==> config.mk <==
export PLATFORM = sky130hd
export DESIGN_NAME = panda_risc_v_inst_buf
export DESIGN_NICKNAME = d
export VERILOG_FILES = /design/src/rtl/panda_risc_v_inst_buf.sv
export SDC_FILE = /design/constraint.sdc
export NUM_CORES = 1
export LEC_CHECK = 0
export CORE_MARGIN = 4
export CORE_UTILIZATION = 58
export DETAILED_ROUTE_END_ITERATION = 10
export PLACE_DENSITY = 0.94
export SYNTH_ARGS = -nofsm -noshare
export SYNTH_HDL_FRONTEND = slang
export SYNTH_SLANG_ARGS = --single-unit
==> constraint.sdc <==
create_clock -name clk -period 7.5 [get_ports clk]
set_clock_uncertainty 0.15 [all_clocks]
set_input_delay 1.5 -clock clk [delete_from_list [all_inputs] [get_ports clk]]
set_output_delay 1.5 -clock clk [all_outputs]
set_load 0.02 [all_outputs]
==> src/rtl/panda_risc_v_inst_buf.sv <==
// Fetch-result buffer between the fetch unit and decode: a first-word-fall-through
// circular queue of {user, data} entries with a one-cycle flush.
module panda_risc_v_inst_buf #(
    parameter int inst_buf_depth   = 4,
    parameter int simulation_delay = 1
) (
    input  logic         clk,
    input  logic         resetn,
    input  logic         flush_req,
    input  logic [127:0] s_axis_if_res_data,
    input  logic [3:0]   s_axis_if_res_user,
    input  logic         s_axis_if_res_valid,
    output logic         s_axis_if_res_ready,
    output logic [127:0] m_axis_inst_data,
    output logic [3:0]   m_axis_inst_user,
    output logic         m_axis_inst_valid,
    input  logic         m_axis_inst_ready,
    output logic [4:0]   inst_buf_cnt,
    output logic         inst_buf_empty,
    output logic         inst_buf_full
);

    localparam int PTR_W = $clog2(inst_buf_depth);
    localparam int CNT_W = PTR_W + 1;
    localparam int ENT_W = 132;

    // Register updates carry no delay in RTL; the delay value only has to be sane.
    if ((inst_buf_depth < 2) || (inst_buf_depth > 16) ||
        ((inst_buf_depth & (inst_buf_depth - 1)) != 0) || (simulation_delay < 0)) begin : g_bad_param
        $error("panda_risc_v_inst_buf: illegal parameter value");
    end

    logic [PTR_W-1:0] wptr_q, wptr_d;
    logic [PTR_W-1:0] rptr_q, rptr_d;
    logic [CNT_W-1:0] cnt_q, cnt_d;
    logic [ENT_W-1:0] mem_q [inst_buf_depth];
    logic [ENT_W-1:0] mem_d [inst_buf_depth];

    logic full;
    logic empty;
    logic push;
    logic pop;

    assign full  = (cnt_q == CNT_W'(inst_buf_depth));
    assign empty = (cnt_q == '0);

    // Ready depends only on occupancy, so the two AXIS sides never connect combinationally.
    assign s_axis_if_res_ready = ~full;
    assign m_axis_inst_valid   = ~empty;
    assign m_axis_inst_data    = mem_q[rptr_q][127:0];
    assign m_axis_inst_user    = mem_q[rptr_q][131:128];
    assign inst_buf_cnt        = 5'(cnt_q);
    assign inst_buf_empty      = empty;
    assign inst_buf_full       = full;

    assign push = s_axis_if_res_valid & ~full & ~flush_req;
    assign pop  = ~empty & m_axis_inst_ready & ~flush_req;

    always_comb begin
        wptr_d = wptr_q;
        rptr_d = rptr_q;
        cnt_d  = cnt_q;
        mem_d  = mem_q;
        if (flush_req) begin
            wptr_d = '0;
            rptr_d = '0;
            cnt_d  = '0;
        end else begin
            if (push) begin
                mem_d[wptr_q] = {s_axis_if_res_user, s_axis_if_res_data};
                wptr_d        = wptr_q + 1'b1;
            end
            if (pop) begin
                rptr_d = rptr_q + 1'b1;
            end
            case ({push, pop})
                2'b10:   cnt_d = cnt_q + 1'b1;
                2'b01:   cnt_d = cnt_q - 1'b1;
                default: cnt_d = cnt_q;
            endcase
        end
    end

    always_ff @(posedge clk or negedge resetn) begin
        if (!resetn) begin
            wptr_q <= '0;
            rptr_q <= '0;
            cnt_q  <= '0;
        end else begin
            wptr_q <= wptr_d;
            rptr_q <= rptr_d;
            cnt_q  <= cnt_d;
        end
    end

    // Entry contents are never reset; pointers and count alone define validity.
    always_ff @(posedge clk) begin
        mem_q <= mem_d;
    end

endmodule

==> impl_metrics.json <==
{
  "p_total_w": 0.006565,
  "fp.dieW_um": 191.9,
  "final_cell_mix": "edfxtp_1 (528), clkdlybuf4s50_1 (275), mux4_2 (132)",
  "syn-cell-area_um2": 19610,
  "outcome": "completed",
  "ant_nets": 0,
  "cp-start-kind": "register",
  "fin_util_pct": 72.72,
  "cts.sinks": 535,
  "relSlewSlack_pct": 45.09,
  "cts_made_buffers": 50,
  "max_cap_viol_count": 0,
  "cts_htree_levels": 2,
  "hold_path_class": "reg2reg",
  "setup_viol": 0,
  "place_hpwl_um": 22720,
  "drt_iter0_drc": 742,
  "ys_seq_area_share_pct": 81.77,
  "first_pass_iters": 5,
  "fp.coreArea_um2": 33450,
  "critical_path_class": "reg2out",
  "power.density_nw_per_um2": 269.9,
  "worstSetupEndpointType": "output port",
  "insertion_delay_ps": 550,
  "ys.flop_type": "edfxtp_1",
  "ys_types": 37,
  "cp_slowest_stage_delay_ps": 710,
  "layoutNonFillerInstCount": 1543,
  "ys_seq_elements": 535,
  "grt_max_degree": 86,
  "multi_input_area_um2": 3329,
  "finalHoldViolCount": 0,
  "ctsHoldBuffers": 0,
  "port_buffers": 275,
  "num-fill-cells": 1780,
  "synth_edf_count": 528,
  "cp.arrival_ps": 3190,
  "syn_avg_cell_area_um2": 25.83,
  "gp_congestion": 0.7887,
  "row_count": 67,
  "layout.nets": 1199,
  "viasPerCell": 5.871,
  "cts_buffer_depth": 3,
  "seqCellArea_um2": 16040,
  "vias": 9059,
  "yosysWarnings": 0,
  "period_minus_slack_ps": 4837,
  "clk_pin_slew_worst_paths_ps": 60,
  "die_area_um2": 36810,
  "wirelength_um": 39260,
  "crit_buf_inv": 2,
  "dp_cells": 1453,
  "p_leak_nw": 7.576,
  "route.detailed.drc": 0,
  "path_cells": "buf_4 > mux4_2 > clkdlybuf4s50_1",
  "cp_max_fo": 38,
  "min_period_over_period_pct": 64.49,
  "slew_violations": 0,
  "ios": 278,
  "worst_slew_pin_slew_ps": 823.6,
  "synthArstFlopShare_pct": 1.308,
  "die_y_um": 191.9,
  "syn_inst": 759,
  "cts_resized": 0,
  "area_growth_pct": 24.07,
  "wl_per_cell_um": 25.44,
  "rsz0062_at_grt": "no",
  "crit_required_ps": 5850,
  "max_freq_ghz": 0.2067,
  "place_area_um2": 22830,
  "grt_pass1_vias": 9715,
  "fin_area_um2": 24320,
  "cts_tree": "yes",
  "crit_family": "buffers and inverters",
  "max-vdd-ir-drop_mv": 0.2101,
  "grt_pass1_wl_um": 59290,
  "clockRootBuffer": "clkbuf_16",
  "grt_overflow_total": 0,
  "slowest_stage": "dfrtp_4",
  "grt.total_usage_pct": 21.66,
  "setup_tns_ps": 0,
  "start_util_pct": 58.61,
  "final_common_cell": "edfxtp_1",
  "antenna_found_initial": 2,
  "drive_gt1_share_pct": 19.32,
  "postCtsSetupRepairBufs": 0
}
-- final cells by class --
class	count	area share, %
inverters	5	0.07716
multi-input cells	182	13.69
diodes	3	0.03086
clock inverters	23	0.6430
repair buffers	283	11.87
flip-flops and latches	535	65.94
clock buffers	64	5.448
well taps	448	2.305
-- Yosys cell counts (2+ instances only) --
cell type | n | share of area [%]
buf_4 | 3 | 0.11
nor3_1 | 2 | 0.051
xor2_1 | 2 | 0.089
nor2_1 | 6 | 0.11
buf_2 | 21 | 0.54
and2_1 | 4 | 0.13
buf_6 | 8 | 0.46
ha_1 | 4 | 0.26
o21ai_0 | 4 | 0.10
mux4_2 | 132 | 15
edfxtp_1 | 528 | 81
a21oi_1 | 2 | 0.051
a31oi_1 | 2 | 0.064
nand3_1 | 4 | 0.10
dfrtp_1 | 7 | 0.89
inv_1 | 4 | 0.077
clkbuf_1 | 6 | 0.11
-- report_power, final --
group | leakage (nW) | internal [W] | total, W | switching [W]
clock | 0.723 | 0.00131 | 0.00231 | 0.000999
sequential | 4.89 | 0.00338 | 0.00342 | 0.0000405
combinational | 1.97 | 0.000432 | 0.000842 | 0.000410
-- cell families after synthesis --
family	count (synthesis)	share of synthesized area [%]
XOR/XNOR	3	0.1340
multiplexers	132	15.16
buffers and inverters	43	1.321
adder cells (fa/ha/maj)	5	0.3574
flip-flops	535	81.77
other	1	0.01913
AO/OA/AOI/OAI	16	0.5489
AND/OR/NAND/NOR	24	0.6893
-- sequential cells by signal (all words and copies together), names as in the netlist --
signal and cells:
wptr_q 2, rptr_q 2, mem_q 528, cnt_q 3
-- through the flow --
stage	worst slack, ps	hold slack [ps]
floorplan	1781	407.4
detailed placement	2707	472.7
global placement	2956	435.4
CTS	2533	486.5
global route	2388	530.5
finish	2663	500.6
-- worst paths after layout --
kind / from / endpoint / slack, ps / cells after the start
worst min-delay path: wptr_q[0]$_DFFE_PN0P_ / wptr_q[0]$_DFFE_PN0P_ / 500 / 2
worst min register to register: wptr_q[0]$_DFFE_PN0P_ / wptr_q[0]$_DFFE_PN0P_ / 500 / 2
max in group asynchronous: resetn / rptr_q[0]$_DFFE_PN0P_ / 5880 / 1
worst max-delay path: rptr_q[0]$_DFFE_PN0P_ / m_axis_inst_data[61] / 2660 / 3
worst max register to register: cnt_q[2]$_DFFE_PN0P_ / mem_q[521]$_DFFE_PP_ / 4270 / 5
min in group asynchronous: resetn / wptr_q[1]$_DFFE_PN0P_ / 1050 / 1
-- per-layer routing --
metal	vias to the layer above	part of all wire (%)	GRT usage, %
li1	3874	-	-
met1	4734	39	29.03
met2	385	51	35.92
met3	64	8.0	5.998
met4	2	2.5	5.691
met5	-	0.020	0
-- worst register-to-register path, cell delays in order, from the launching register on --
cell and delay, ps:
dfrtp_1 510, or3b_4 330, inv_2 60, nor3_1 430
and2_4 760, buf_12 480
Note: power is estimated with default switching activity, not from simulation.
